<file path="src/rtl/miner_pkg.sv">
// Shared types and block2 layout constants for the nonce feeder slice.
package miner_pkg;

  localparam int unsigned MIDSTATE_BITS = 256;
  localparam int unsigned TAIL_BITS     = 96;
  localparam int unsigned NONCE_BITS    = 32;
  localparam int unsigned BLOCK_BITS    = 512;
  localparam int unsigned LEN_BITS      = 64;

  // Bit offsets into block2, index 0 = first transmitted bit
  localparam int unsigned TAIL_OFS  = 0;
  localparam int unsigned NONCE_OFS = 96;
  localparam int unsigned PAD_OFS   = 128;
  localparam int unsigned LEN_OFS   = 448;
  localparam int unsigned PAD_BITS  = LEN_OFS - PAD_OFS;

  // SHA-256 padding between message end and length field: a single 1 then zeros
  localparam logic [0:PAD_BITS-1] SHA_PAD = {1'b1, {(PAD_BITS-1){1'b0}}};

  typedef struct packed {
    logic [0:MIDSTATE_BITS-1] midstate;
    logic [0:TAIL_BITS-1]     tail;
    logic [NONCE_BITS-1:0]    nonce_start;
    logic [NONCE_BITS-1:0]    nonce_end;
  } job_t;

  typedef enum logic [1:0] {
    IDLE  = 2'd0,
    ISSUE = 2'd1,
    DONE  = 2'd2
  } feeder_state_e;

  function automatic logic [NONCE_BITS-1:0] bswap32(input logic [NONCE_BITS-1:0] v);
    return {v[7:0], v[15:8], v[23:16], v[31:24]};
  endfunction

endpackage

</file>
<file path="src/rtl/nonce_block_feeder_if.sv">
// Job intake and block2 issue handshake between host, feeder and hash core.
interface nonce_block_feeder_if;
  import miner_pkg::*;

  logic                     job_valid;
  logic                     job_ready;
  logic [0:MIDSTATE_BITS-1] job_midstate;
  logic [0:TAIL_BITS-1]     job_tail;
  logic [NONCE_BITS-1:0]    job_nonce_start;
  logic [NONCE_BITS-1:0]    job_nonce_end;

  logic [0:MIDSTATE_BITS-1] midstate;
  logic [0:BLOCK_BITS-1]    block2;
  logic                     blk_valid;
  logic                     blk_ready;
  logic [NONCE_BITS-1:0]    blk_nonce;

  // Feeder side
  modport slave (
    input  job_valid, job_midstate, job_tail, job_nonce_start, job_nonce_end,
    output job_ready,
    output midstate, block2, blk_valid, blk_nonce,
    input  blk_ready
  );

  // Host / hash-core side
  modport master (
    output job_valid, job_midstate, job_tail, job_nonce_start, job_nonce_end,
    input  job_ready,
    input  midstate, block2, blk_valid, blk_nonce,
    output blk_ready
  );

endinterface

</file>
<file path="src/rtl/nonce_block_feeder_block2_pack.sv">
// Combinational assembly of the padded second SHA-256 block.
// NONCE_BSWAP_EN: place the nonce byte-reversed (Bitcoin little-endian serialization).
module block2_pack
  import miner_pkg::*;
#(
  parameter int unsigned MSG_LEN_BITS = 640
) (
  input  logic [0:TAIL_BITS-1]  i_tail,
  input  logic [NONCE_BITS-1:0] i_nonce,
  output logic [0:BLOCK_BITS-1] o_block2
);

  logic [NONCE_BITS-1:0] w_nonce_field;
  logic [LEN_BITS-1:0]   w_len;

`ifdef NONCE_BSWAP_EN
  assign w_nonce_field = bswap32(i_nonce);
`else
  assign w_nonce_field = i_nonce;
`endif

  assign w_len    = LEN_BITS'(MSG_LEN_BITS);
  assign o_block2 = {i_tail, w_nonce_field, SHA_PAD, w_len};

endmodule

</file>
<file path="src/rtl/nonce_block_feeder.sv">
// Walks a job's nonce range and presents midstate + padded block2 to the hash core.
// Build option: NONCE_BSWAP_EN (byte-reversed nonce field inside block2).
module nonce_block_feeder
  import miner_pkg::*;
#(
  parameter int unsigned NONCE_STEP   = 1,
  parameter int unsigned MSG_LEN_BITS = 640
) (
  input  logic                   clk,
  input  logic                   rst,
  nonce_block_feeder_if.slave    bus,
  input  logic                   found,
  input  logic                   abort,
  output logic                   busy,
  output logic                   done,
  output logic                   exhausted,
  output logic [NONCE_BITS-1:0]  issued_count
);

  feeder_state_e r_state;
  feeder_state_e w_state_nxt;

  logic [0:MIDSTATE_BITS-1] r_midstate;
  logic [0:TAIL_BITS-1]     r_tail;
  logic [NONCE_BITS-1:0]    r_nonce_end;
  logic [NONCE_BITS-1:0]    r_nonce;
  logic [NONCE_BITS-1:0]    r_issued;
  logic                     r_exhausted;
  logic                     r_loaded;

  job_t                     w_job;
  logic                     w_take_job;
  logic                     w_fire;
  logic                     w_stop;
  logic                     w_last;
  logic [0:BLOCK_BITS-1]    w_block2;

  assign w_job = '{
    midstate:    bus.job_midstate,
    tail:        bus.job_tail,
    nonce_start: bus.job_nonce_start,
    nonce_end:   bus.job_nonce_end
  };

  assign w_take_job = (r_state == IDLE) && bus.job_valid;
  assign w_fire     = (r_state == ISSUE) && bus.blk_ready;
  assign w_stop     = (r_state == ISSUE) && (found || abort);
  // Modular distance to the end keeps wrapped ranges (end < start) correct
  assign w_last     = (r_nonce_end - r_nonce) < NONCE_BITS'(NONCE_STEP);

  always_ff @(posedge clk or posedge rst) begin
    if (rst) begin
      r_state <= IDLE;
    end else begin
      r_state <= w_state_nxt;
    end
  end

  always_comb begin
    w_state_nxt = r_state;
    unique case (r_state)
      IDLE: begin
        if (w_take_job) begin
          w_state_nxt = ISSUE;
        end
      end
      ISSUE: begin
        if (w_stop || (w_fire && w_last)) begin
          w_state_nxt = DONE;
        end
      end
      DONE: begin
        w_state_nxt = IDLE;
      end
      default: begin
        w_state_nxt = IDLE;
      end
    endcase
  end

  always_ff @(posedge clk or posedge rst) begin
    if (rst) begin
      r_midstate  <= '0;
      r_tail      <= '0;
      r_nonce_end <= '0;
      r_nonce     <= '0;
      r_issued    <= '0;
      r_exhausted <= 1'b0;
      r_loaded    <= 1'b0;
    end else begin
      if (w_take_job) begin
        r_midstate  <= w_job.midstate;
        r_tail      <= w_job.tail;
        r_nonce_end <= w_job.nonce_end;
        r_nonce     <= w_job.nonce_start;
        r_issued    <= '0;
        r_exhausted <= 1'b0;
        r_loaded    <= 1'b1;
      end
      // A block taken in the same cycle as found/abort still counts
      if (w_fire) begin
        r_issued <= r_issued + 1'b1;
      end
      if (w_fire && !w_stop) begin
        if (w_last) begin
          r_exhausted <= 1'b1;
        end else begin
          r_nonce <= r_nonce + NONCE_BITS'(NONCE_STEP);
        end
      end
    end
  end

  block2_pack #(
    .MSG_LEN_BITS(MSG_LEN_BITS)
  ) u_pack (
    .i_tail   (r_tail),
    .i_nonce  (r_nonce),
    .o_block2 (w_block2)
  );

  // block2 reads zero until a job has been latched so reset leaves every output clear
  assign bus.block2    = r_loaded ? w_block2 : '0;
  assign bus.midstate  = r_midstate;
  assign bus.blk_nonce = r_nonce;
  assign bus.blk_valid = (r_state == ISSUE);
  assign bus.job_ready = (r_state == IDLE) && !rst;

  assign busy         = (r_state != IDLE);
  assign done         = (r_state == DONE);
  assign exhausted    = r_exhausted;
  assign issued_count = r_issued;

endmodule

</file>
<file path="src/flat_wrapper.sv">
// flat-port wrapper written by rule: the top's interface ports become plain ports
module nonce_block_feeder_flat import miner_pkg::*;
#(
  parameter int unsigned NONCE_STEP   = 1,
  parameter int unsigned MSG_LEN_BITS = 640
)
  (clk, rst, found, abort, busy, done, exhausted, issued_count, bus_job_valid, bus_job_midstate, bus_job_tail, bus_job_nonce_start, bus_job_nonce_end, bus_job_ready, bus_midstate, bus_block2, bus_blk_valid, bus_blk_nonce, bus_blk_ready);
  nonce_block_feeder_if bus_i ();
  input  logic clk;
  input  logic rst;
  input  logic found;
  input  logic abort;
  output logic busy;
  output logic done;
  output logic exhausted;
  output logic [NONCE_BITS-1:0] issued_count;
  input wire logic [$bits(bus_i.job_valid)-1:0] bus_job_valid;
  input wire logic [$bits(bus_i.job_midstate)-1:0] bus_job_midstate;
  input wire logic [$bits(bus_i.job_tail)-1:0] bus_job_tail;
  input wire logic [$bits(bus_i.job_nonce_start)-1:0] bus_job_nonce_start;
  input wire logic [$bits(bus_i.job_nonce_end)-1:0] bus_job_nonce_end;
  output wire logic [$bits(bus_i.job_ready)-1:0] bus_job_ready;
  output wire logic [$bits(bus_i.midstate)-1:0] bus_midstate;
  output wire logic [$bits(bus_i.block2)-1:0] bus_block2;
  output wire logic [$bits(bus_i.blk_valid)-1:0] bus_blk_valid;
  output wire logic [$bits(bus_i.blk_nonce)-1:0] bus_blk_nonce;
  input wire logic [$bits(bus_i.blk_ready)-1:0] bus_blk_ready;
  assign bus_i.job_valid = bus_job_valid;
  assign bus_i.job_midstate = bus_job_midstate;
  assign bus_i.job_tail = bus_job_tail;
  assign bus_i.job_nonce_start = bus_job_nonce_start;
  assign bus_i.job_nonce_end = bus_job_nonce_end;
  assign bus_job_ready = bus_i.job_ready;
  assign bus_midstate = bus_i.midstate;
  assign bus_block2 = bus_i.block2;
  assign bus_blk_valid = bus_i.blk_valid;
  assign bus_blk_nonce = bus_i.blk_nonce;
  assign bus_i.blk_ready = bus_blk_ready;
  nonce_block_feeder #(.NONCE_STEP(NONCE_STEP), .MSG_LEN_BITS(MSG_LEN_BITS)) u_core (.clk(clk), .rst(rst), .bus(bus_i), .found(found), .abort(abort), .busy(busy), .done(done), .exhausted(exhausted), .issued_count(issued_count));
endmodule
</file>
<file path="config.mk">
export PLATFORM = sky130hd
export DESIGN_NAME = nonce_block_feeder_flat
export DESIGN_NICKNAME = d
export VERILOG_FILES = /design/src/rtl/miner_pkg.sv /design/src/rtl/nonce_block_feeder_if.sv /design/src/rtl/nonce_block_feeder_block2_pack.sv /design/src/rtl/nonce_block_feeder.sv /design/src/flat_wrapper.sv
export SDC_FILE = /design/constraint.sdc
export NUM_CORES = 1
export LEC_CHECK = 0
export ABC_AREA = 0
export ABC_CLOCK_PERIOD_IN_PS = 18000
export BUFFER_PORTS_ARGS = -buffer_cell sky130_fd_sc_hd__buf_2
export CAP_MARGIN = 20
export CORE_AREA = 10 10 478 480
export DETAILED_ROUTE_END_ITERATION = 8
export DIE_AREA = 0 0 488 490
export GPL_TIMING_DRIVEN = 1
export PLACE_DENSITY = 0.32
export RECOVER_POWER = 50
export SETUP_SLACK_MARGIN = 0.2
export SKIP_LAST_GASP = 1
export SYNTH_ARGS = -nofsm -noshare
export SYNTH_HDL_FRONTEND = slang
export SYNTH_SLANG_ARGS = --single-unit
</file>
<file path="constraint.sdc">
create_clock -name clk -period 18 [get_ports clk]
set_input_delay 3.6 -clock clk [delete_from_list [all_inputs] [get_ports clk]]
set_output_delay 3.6 -clock clk [all_outputs]
set_load 0.01 [all_outputs]
</file>
# After elaboration in Yosys (flattened, before gate mapping)
# Index checks and enable logic that the tools add are counted.
# totals
regBits	452
out_inout_bits	837
wordCells	42
# classes
n_reduce_logical	14
n_lt_le_gt_ge	1
add_sub_neg	3
eq_ne	4
mux	12
# ops
cell	n
two-way mux 512 bit	1
two-way mux 32 bit	5
adder 32 x 1 -> 32 bit, second input constant	2
< comparator 32 x 1 -> 1 bit, second input constant	1
subtractor 32 bit	1
logical AND 1 bit	6
two-way mux 2 bit	2
inequality test 2 x 1 -> 1 bit, second input constant	2
case mux 2 bit (2 select lines)	1
nonzero test 2 bit	2
two-way mux 1 bit	3
== test 2 x 1 -> 1 bit, second input constant	1
== test 2 bit, second input constant	1
zero test 1 bit	2
zero test 2 bit	1
logical OR 1 bit	2
AND reduction 2 bit	1

# Depth between registers and ports, before layout
# Gate-level depths: netlist of run 1.
# depth
depth_word	6
depth_mapped	16
mapped_depth_nobuf	14

# Cells and area by module
# Synthesis of run 1 repeated with hierarchy kept, for this count alone.
# hier_totals
hier_cells	3567
area_unflattened_um2	28207.1
# modules_own_cells
mod	seq_area_each_um2	n_inst	cells_each	area_per_inst_um2
nonce_block_feeder	11310.8	1	3053	24355.9
block2_pack	0.0	1	514	3851.2

# Worst setup path after synthesis of run 1
# No wires, ideal clock.
# synth_path
path_type	input port to output port
start	in rst
end	out bus_job_ready
setup_slack_ns	10.631
n_path_buf	0
t_arrival_ns	3.769
stages	1
path_cell_list	nor2_1
# synth_between
elab_chain_cells	2
# synth_rtl
item	line_no	source
from (decl)	flat_wrapper.sv:10	input logic rst;
zero test 1 bit (no source line)	-	
logical AND 1 bit	nonce_block_feeder.sv:127	assign bus.job_ready = (r_state == IDLE) && !rst;
to (decl)	flat_wrapper.sv:22	output wire logic [$bits(bus_i.job_ready)-1:0] bus_job_ready;
# Every way passes these cells.

# Worst setup path in the final report of run 1
# layout_path
start	in bus_job_valid
end	reg u_core.r_midstate (netlist bit u_core.bus.midstate[224])
# layout_between
elab_chain_cells	1
# layout_rtl
item	line_no	source
from (decl)	flat_wrapper.sv:17	input wire logic [$bits(bus_i.job_valid)-1:0] bus_job_valid;
logical AND 1 bit	nonce_block_feeder.sv:45	assign w_take_job = (r_state == IDLE) && bus.job_valid;
to (signal assigned)	nonce_block_feeder.sv:92	r_midstate <= w_job.midstate;
to (decl)	nonce_block_feeder.sv:23	logic [0:MIDSTATE_BITS-1] r_midstate;
# Every way passes these cells.
# A chain may end at the register's enable or synchronous reset.

==> impl_metrics.toml, run 1 <==
[grt]
grt_usage_pct = 13.1
grt_pass1_vias = 23000
grt_pass1_wl_um = 216000
grt_overflow = 0
antenna_found_initial = 163
grt_max_degree = 145

[floorplanning]
start_util_pct = 10.9
fp.dieW_um = 488
io_pins = 1259
fp-row-count = 172
core_mm2 = 0.219
die-area_mm2 = 0.239
die_h_um = 490

[routing]
routed_wl_um = 164000
drtAntennaViolNets = 0
drt_pre_antenna_iters = 5
initialDrtViolationCount = 1127
vias = 22500
vias_per_cell = 3.36
wl_per_cell_um = 24.5
drcViolationCount = 0

[sta]
hold_violations = 0
rsz0062_at_grt = "no"
tns_ns = 0
fin_crit_ns = 11.83
finClkSkew_ns = 0.0438
tightest_slew_ns = 7.47
final-setup-viol-count = 0
max_freq_mhz = 84.6
slew_headroom_pct = -398
slew_viol_final = 666
whs_ns = 0.468
post-route-period-util_pct = 65.7

[pwr]
power_w = 0.00519
power.density_mw_per_mm2 = 161
ir_drop_uv = 61.0
p_leak_nw = 16.2

[logic_synthesis]
synth_area_leaders = "dfrtp_1 47%, nand2_1 19%, buf_4 12%, and2_1 3.5%, clkbuf_1 1.9%"
synth_warnings = 0
ys_ff_latch = 452
yosysUniqueCellTypes = 73
syn_area_mm2 = 0.0239
synth_edf_count = 0
synthFlopType = "dfrtp_1"
syn-instance-count = 2891
yosysMostFrequentCell = "nand2_1"
async_flop_share_pct = 100
avgSynthCellArea_um2 = 8.26
yosysSeqAreaShare_pct = 47.3
synth_common_cells = "1228 x nand2_1, 452 x dfrtp_1, 385 x buf_4"
yosys.area.top_type_share_pct = 47.3
yosys.area.top_type = "dfrtp_1"

[layout]
post-route-util_pct = 14.8
fin_area_mm2 = 0.0323
drive_gt1_share_pct = 22.3
area_growth_pct = 35.1
nFillCells = 25300
nNetsFinal = 4175

[clocking]
ctsHoldBuffers = 0
clkSinkCount = 452
cts_max_level = 3
numCtsBuffers = 69
cts.path.max_buffers = 3
path_clk_slew_ns = 0.06
cts-root-buf = "clkbuf_16"
postCtsSetupBuffers = 0
cts_tree = "done"
insertion_delay_ns = 0.69
cts_resized = 0

[critical_path]
cp-start-kind = "input pin"
rr_endpoint = "u_core.bus.midstate[224]"
r2r-start = "u_core.r_state[0]"
cp-startpoint = "bus_job_valid"
path_class = "input pin to flip-flop"
rr_worst_depth = 5
r2r_slack_ns = 8.33
cp_data_required_time_ns = 18.59
path_max_fanout = 146
arrival_ns = 12.42
setup.worst_path.end_class = "flip-flop"

[placement]
place_congestion = 0.848
postPlaceCellArea_mm2 = 0.0301
dp_hpwl_um = 136000
portBuffers = 877

[hold_path]
holdCritStartpoint = "u_core.bus.midstate[180]"
whs_path_depth = 2
holdCritPathClass = "flip-flop to flip-flop"
hold_end = "u_core.bus.midstate[180]"

[job]
cap_violations = 10

[run_status]
violations = "max-capacitance violations, max-slew violations"
status = "finished, violations left"
[critical path: stages]
cell	delay [ns]
clkbuf_1	0.08
and2_0	1.19
clkbuf_1	5.07
nand2_1	1.79
nand2_1	0.29
[stage by stage]
step           cells  setup slack, ns
2_1_floorplan   3271             1.80
5_1_grt         6654             5.02
6_report        6682             6.17
3_5_place_dp    6518             9.57
4_1_cts         6640             9.56
3_3_place_gp    6518             9.54
[worst max-delay path by stage]
| stage | endpoint | slack (ns) | cells after the start |
|---|---|---|---|
| final | u_core.bus.midstate[224] | 6.17 | 5 |
| after global routing | u_core.bus.midstate[224] | 5.02 | 5 |
| after CTS | bus_job_ready | 9.56 | 4 |
| after detailed placement | bus_job_ready | 9.57 | 4 |
| after global placement | bus_job_ready | 9.54 | 4 |
| after floorplan | u_core.bus.blk_nonce[0] | 1.80 | 1 |
[registers in the layout, indices dropped and copies added (netlist names)]
register,flops
u_core.issued_count,32
u_core.bus.blk_nonce,32
u_core.exhausted,1
u_core.bus.midstate,256
u_core.r_nonce_end,32
u_core.r_tail,96
u_core.r_loaded,1
u_core.r_state,2
[metal layers]
metal	wire length, µm	vias to the layer above	global-route usage [%]	share of wire, %
li1	-	10200	-	-
met3	20000	299	7.16	12
met1	64300	10800	15.0	39
met2	76100	1005	21.6	46
met4	2580	150	2.02	1.6
met5	941	-	0	0.57
[final cells by class]
type | instances | area (µm²) | share of cell area, %
diodes | 41 | 103 | 0.318
clock buffers | 103 | 2050 | 6.34
clock inverters | 19 | 339 | 1.05
inverters | 42 | 159 | 0.492
multi-input cells | 2253 | 10400 | 32.2
flip-flops and latches | 452 | 11300 | 35.0
well taps | 2871 | 3590 | 11.1
repair buffers | 901 | 4330 | 13.4
[power by group]
group	total (W)	internal, W	switching [W]
combinational	0.00210	0.000662	0.00144
clock	0.00145	0.000864	0.000585
sequential	0.00164	0.00135	0.000287
[cells in the final DEF, fill, tap and decap left out, types with 14 or more instances in the layout]
master and n:
a211oi_1 20, a21oi_1 42, and2_1 133, and3_1 14, buf_2 682, buf_4 15
clkbuf_1 218, clkbuf_16 70, clkbuf_8 17, conb_1 381, dfrtp_1 451, diode_2 41
ha_1 33, inv_1 41, nand2_1 1228, nand3_1 50, nand4_1 28, nor2_1 62
nor3_1 15, o21ai_0 50
[kinds of logic (layout without fill, tap and decap cells)]
kind of cell / after synthesis / in the layout / share of synthesized area (%)
AND/OR/NAND/NOR: 1582 / 1582 / 27.8
buffers and inverters: 566 / 1065 / 15.1
flip-flops: 452 / 452 / 47.3
AO/OA/AOI/OAI: 228 / 228 / 6.80
adder cells (fa/ha/maj): 34 / 34 / 1.81
multiplexers: 16 / 16 / 0.707
XOR/XNOR: 12 / 12 / 0.440
other: 1 / 422 / 0.0157
Power figures use the tool's default switching activity.
==> run 2: changes to the inputs <==
Settings changed: ABC_AREA 0 to 1, ABC_CLOCK_PERIOD_IN_PS 18000 to 10900, CORE_AREA 10 10 478 480 to 10 10 488 490, DIE_AREA 0 0 488 490 to 0 0 498 500.
Clock period 18 ns to 10.9 ns, I/O delays scaled along.
==> run 2 against run 1 <==
Against the previous run:
- the run still ends with max-capacitance violations, max-slew violations left
- via count is 4.9% higher
- clock skew is 0.0032 ns lower
- non-clock buffer count is 2 lower
- worst hold slack better by 0.0061 ns
- area after synthesis is 4.4% higher
- critical endpoint is now u_core.issued_count[17]
==> impl_metrics.toml, run 2 <==
[job]
cap_violations = 6

[routing]
drcViolationCount = 0
drtAntennaViolNets = 0
vias_per_cell = 3.19
drt_pre_antenna_iters = 5
vias = 23600
routed_wl_um = 144000
initialDrtViolationCount = 1166
wl_per_cell_um = 19.5

[grt]
grt_usage_pct = 11.0
grt_max_degree = 159
grt_pass1_vias = 24500
grt_overflow = 0
grt_pass1_wl_um = 198000
antenna_found_initial = 116

[placement]
portBuffers = 877
dp_hpwl_um = 118000
place_congestion = 0.804

[logic_synthesis]
avgSynthCellArea_um2 = 7.27
synthFlopType = "dfrtp_1"
synth_area_leaders = "dfrtp_1 45%, nand2_1 25%, buf_4 12%, inv_1 4.9%, nand3_1 2.1%"
yosysUniqueCellTypes = 40
synth_common_cells = "1695 x nand2_1, 452 x dfrtp_1, 385 x buf_4"
async_flop_share_pct = 100
yosysSeqAreaShare_pct = 45.3
yosys.area.top_type = "dfrtp_1"
yosysMostFrequentCell = "nand2_1"
syn-instance-count = 3431
synth_edf_count = 0
yosys.area.top_type_share_pct = 45.3
ys_ff_latch = 452
syn_area_mm2 = 0.0250
synth_warnings = 0

[critical_path]
arrival_ns = 6.66
cp-start-kind = "input pin"
path_class = "input pin to flip-flop"
setup.worst_path.end_class = "flip-flop"
r2r_slack_ns = 5.96
cp_data_required_time_ns = 11.51
path_max_fanout = 153

[hold_path]
holdCritPathClass = "flip-flop to flip-flop"

[clocking]
clkSinkCount = 452
cts_tree = "done"
cts-root-buf = "clkbuf_16"
ctsHoldBuffers = 0
cts.path.max_buffers = 3
path_clk_slew_ns = 0.06
numCtsBuffers = 67
insertion_delay_ns = 0.67
cts_resized = 0
cts_max_level = 3
postCtsSetupBuffers = 0

[sta]
slew_viol_final = 290
rsz0062_at_grt = "no"
fin_crit_ns = 6.05
tightest_slew_ns = 3.72
post-route-period-util_pct = 55.5
final-setup-viol-count = 0
tns_ns = 0
finClkSkew_ns = 0.0406
whs_ns = 0.474
max_freq_mhz = 165
hold_violations = 0
slew_headroom_pct = -148

[layout]
area_growth_pct = 33.2
drive_gt1_share_pct = 16.1
largest_reg_flops = 256
nNetsFinal = 4730
mostFrequentLayoutCells = "1695 x nand2_1, 558 x buf_2, 451 x dfrtp_1"
final_common_cell = "nand2_1"

[floorplanning]
fp.dieW_um = 498
die-area_mm2 = 0.249
die_h_um = 500
core_mm2 = 0.229
io_pins = 1259
start_util_pct = 10.9
fp-row-count = 176

[pwr]
intPower_w = 0.00456
power_frac_seq_pct = 31.3
combPwrFrac_pct = 42.7
switching_share_pct = 46.1
power.density_mw_per_mm2 = 254
p_sw_w = 0.00390
p_clk_share_pct = 26.0
ir_drop_uv = 103
p_leak_nw = 18.1

[run_status]
violations = "max-capacitance violations, max-slew violations"
status = "finished, violations left"
## run 2: layout make-up
| type | count | area, µm² |
|---|---|---|
| Inverter | 327 | 1240 |
| Sequential cell | 452 | 11300 |
| Clock buffer | 100 | 1900 |
| Timing Repair Buffer | 899 | 4190 |
| Clock inverter | 21 | 244 |
| Antenna cell | 36 | 90.1 |
| Fill cell | 26800 | 195000 |
| Tap cell | 3026 | 3790 |
| Multi-Input combinational cell | 2527 | 10500 |
## run 2: per-stage QoR
stage | std cells | cell area [µm²] | utilization (%) | total power (W) | setup slack [ns]
2_1_floorplan | 3811 | 26400 | - | 0.00473 | 2.61
3_3_place_gp | 7231 | 31400 | 13.7 | 0.00653 | 5.21
3_5_place_dp | 7231 | 31400 | 13.7 | 0.00652 | 5.22
4_1_cts | 7352 | 33600 | 14.7 | 0.00883 | 5.90
5_1_grt | 7380 | 33200 | 14.5 | 0.00922 | 4.23
6_report | 7388 | 33200 | 14.5 | 0.00845 | 4.85
## run 2: worst max-delay path: stages
cell and delay, ns:
buf_2 0.10, nand2_1 1.41, buf_4 0.73, buf_4 0.69, buf_12 0.53, a22oi_1 0.20, a31o_2 0.25, inv_1 0.05
## run 2: power groups by stage
stage	Combinational [W]	Sequential, W	Clock [W]
6_report	0.00361	0.00265	0.00220
3_5_place_dp	0.00386	0.00267	0
4_1_cts	0.00387	0.00265	0.00230
2_1_floorplan	0.00199	0.00274	0
3_3_place_gp	0.00385	0.00268	0
5_1_grt	0.00412	0.00273	0.00237
## run 2: path summary, 6_finish.rpt
kind / from / to / depth (start not counted)
worst max-delay path: bus_job_valid / u_core.issued_count[17] / 8
worst min-delay path: u_core.r_tail[26] / u_core.r_tail[26] / 2
worst max register to register: u_core.r_state[0] / u_core.issued_count[17] / 8
worst min register to register: u_core.r_tail[26] / u_core.r_tail[26] / 2
max in group asynchronous: rst / u_core.r_loaded / 5
min in group asynchronous: rst / u_core.bus.blk_nonce[31] / 3
## run 2: cells by family after synthesis
logic type                 after synthesis  share of synthesized area [%]
and+or+nand+nor                       1968                           31.0
buffers and inverters                  832                           18.4
DFF                                    452                           45.3
AOI/OAI and AO/OA                      107                           2.25
xor gates and xnor gates                37                           1.30
adders and majority gates               34                           1.74
other                                    1                         0.0150
## run 2: routing by layer
| layer | global-route usage (%) | share of wire (%) | routed length, µm |
|---|---|---|---|
| met3 | 5.81 | 11 | 16300 |
| met4 | 3.22 | 2.7 | 3960 |
| met5 | 0 | 0.51 | 736 |
| met1 | 11.2 | 35 | 51200 |
| met2 | 19.7 | 50 | 72200 |
==> run 3: changes to the inputs <==
Settings changed: ABC_CLOCK_PERIOD_IN_PS 10900 to 5020, PLACE_DENSITY 0.32 to 0.33.
Clock period 10.9 ns to 5.02 ns, I/O delays scaled along.
==> run 3 against run 2 <==
Against the previous run:
- clock power rose by 130%
- the run still ends with max-capacitance violations, max-slew violations left
- sequential share of layout area shrank 0.42 points
- register-to-register slack got worse by 4.6 ns
- first-iteration DRC count increased by 5.4%
- critical path depth fell by 1
- combinational power up 120%
- flip-flop and latch count unchanged
- sequential power is 120% higher
- worst hold slack improved by 0.0013 ns
- setup slack worse by 3.5 ns
- cell count is 0.27% higher
==> impl_metrics.toml, run 3 (synthesis results as in run 2) <==
[clocking]
cts-root-buf = "clkbuf_16"
clkSinkCount = 452
postCtsSetupBuffers = 0
path_clk_slew_ns = 0.08
cts_resized = 0
cts.path.max_buffers = 3
numCtsBuffers = 69
ctsHoldBuffers = 0
cts_max_level = 3
cts_tree = "done"
insertion_delay_ns = 0.68

[critical_path]
cp-start-kind = "flip-flop"
path_class = "flip-flop to flip-flop"
cp_data_required_time_ns = 5.59
crit_top_cell = "nand2_1"
arrival_ns = 4.24
critPathMaxStageDelay_ns = 0.95
path_max_fanout = 84
setup.worst_path.end_class = "flip-flop"
critical-path-top-delay-family = "buffers and inverters"
critical_path_buf_inv_count = 3
cp_cell_sequence = "nor2_1 > nand2_1 > inv_8 > buf_12 > buf_4 > nand2_1 > o21ai_0"
slowest_stage = "inv_8"
r2r_slack_ns = 1.35

[routing]
initialDrtViolationCount = 1229
drtAntennaViolNets = 0
routed_wl_um = 148000
wl_per_cell_um = 20.0
drt_pre_antenna_iters = 5
vias = 23700
drcViolationCount = 0
vias_per_cell = 3.20

[sta]
whs_ns = 0.475
hold_violations = 0
slew_viol_final = 86
final-setup-viol-count = 0
fin_crit_ns = 3.67
rsz0062_at_grt = "no"
slew_headroom_pct = -64.2
max_freq_mhz = 272
tightest_slew_ns = 2.46
finClkSkew_ns = 0.0367
post-route-period-util_pct = 73.1

[layout]
fin_area_mm2 = 0.0336
final_common_cell = "nand2_1"
drive_gt1_share_pct = 18.7
largest_reg_flops = 256
nNetsFinal = 4751
post-route-util_pct = 14.7
mostFrequentLayoutCells = "1695 x nand2_1, 653 x buf_2, 451 x dfrtp_1"
area_growth_pct = 34.9

[placement]
dp_hpwl_um = 122000
place_congestion = 0.811
portBuffers = 877
postPlaceCellArea_mm2 = 0.0317

[floorplanning]
die_h_um = 500
core_mm2 = 0.229
io_pins = 1259
die-area_mm2 = 0.249
fp.dieW_um = 498
start_util_pct = 10.9
fp-row-count = 176

[grt]
grt_pass1_wl_um = 204000
grt_overflow = 0
grt.met2_usage_pct = 21.0
use_met3_pct = 5.62
grt_usage_pct = 11.4
grt_max_degree = 163
antenna_found_initial = 130
top_usage_layer = "met2"
grt_pass1_vias = 24700
grt_util_met1_pct = 11.5

[pwr]
ir_drop_uv = 219
power.density_mw_per_mm2 = 556
power_w = 0.0187
p_leak_nw = 18.6

[job]
cap_violations = 2

[run_status]
status = "finished, violations left"
violations = "max-capacitance violations, max-slew violations"

[hold_path]
holdCritPathClass = "flip-flop to flip-flop"
[run 3: layout make-up]
| type | count | area [µm²] |
|---|---|---|
| fillers | 26800 | 195000 |
| clock inverters | 27 | 310 |
| repair buffers | 918 | 4510 |
| flip-flops and latches | 452 | 11300 |
| multi-input cells | 2527 | 10500 |
| clock buffers | 98 | 1940 |
| diodes | 33 | 82.6 |
| inverters | 327 | 1240 |
| well taps | 3026 | 3790 |
[run 3: path summary, 6_finish.rpt]
path / from / endpoint / cells after the start
max reg2reg: u_core.r_state[1] / u_core.r_nonce_end[0] / 7
min in group asynchronous: rst / u_core.bus.blk_nonce[22] / 2
max: u_core.r_state[1] / u_core.r_nonce_end[0] / 7
min: u_core.bus.midstate[84] / u_core.bus.midstate[84] / 2
min reg2reg: u_core.bus.midstate[84] / u_core.bus.midstate[84] / 2
max in group asynchronous: rst / u_core.bus.midstate[103] / 4
[run 3: power by group]
group          switching (W)  internal (W)
Sequential          0.000891       0.00484
Combinational        0.00563       0.00239
Clock                0.00208       0.00287
Total                0.00860        0.0101
[run 3: worst register-to-register path, cell delays in order (launching register included)]
cell and delay (ns):
dfrtp_1 0.38, nor2_1 0.34, nand2_1 0.91, inv_8 0.98, buf_12 0.35, buf_4 0.35, nand2_1 0.14, o21ai_0 0.11
[run 3: stage by stage]
stage	setup TNS [ns]	std cells	worst slack, ns
2_1_floorplan	-947.89	3811	-2.10
3_3_place_gp	0	7250	1.49
3_5_place_dp	0	7250	1.51
4_1_cts	0	7375	1.42
5_1_grt	0	7400	0.960
6_report	0	7408	1.35
[run 3: metal layers]
layer	vias up	routed length, µm
met1	10900	52400
li1	11400	-
met3	287	15900
met4	106	3260
met5	-	696
met2	1050	76100
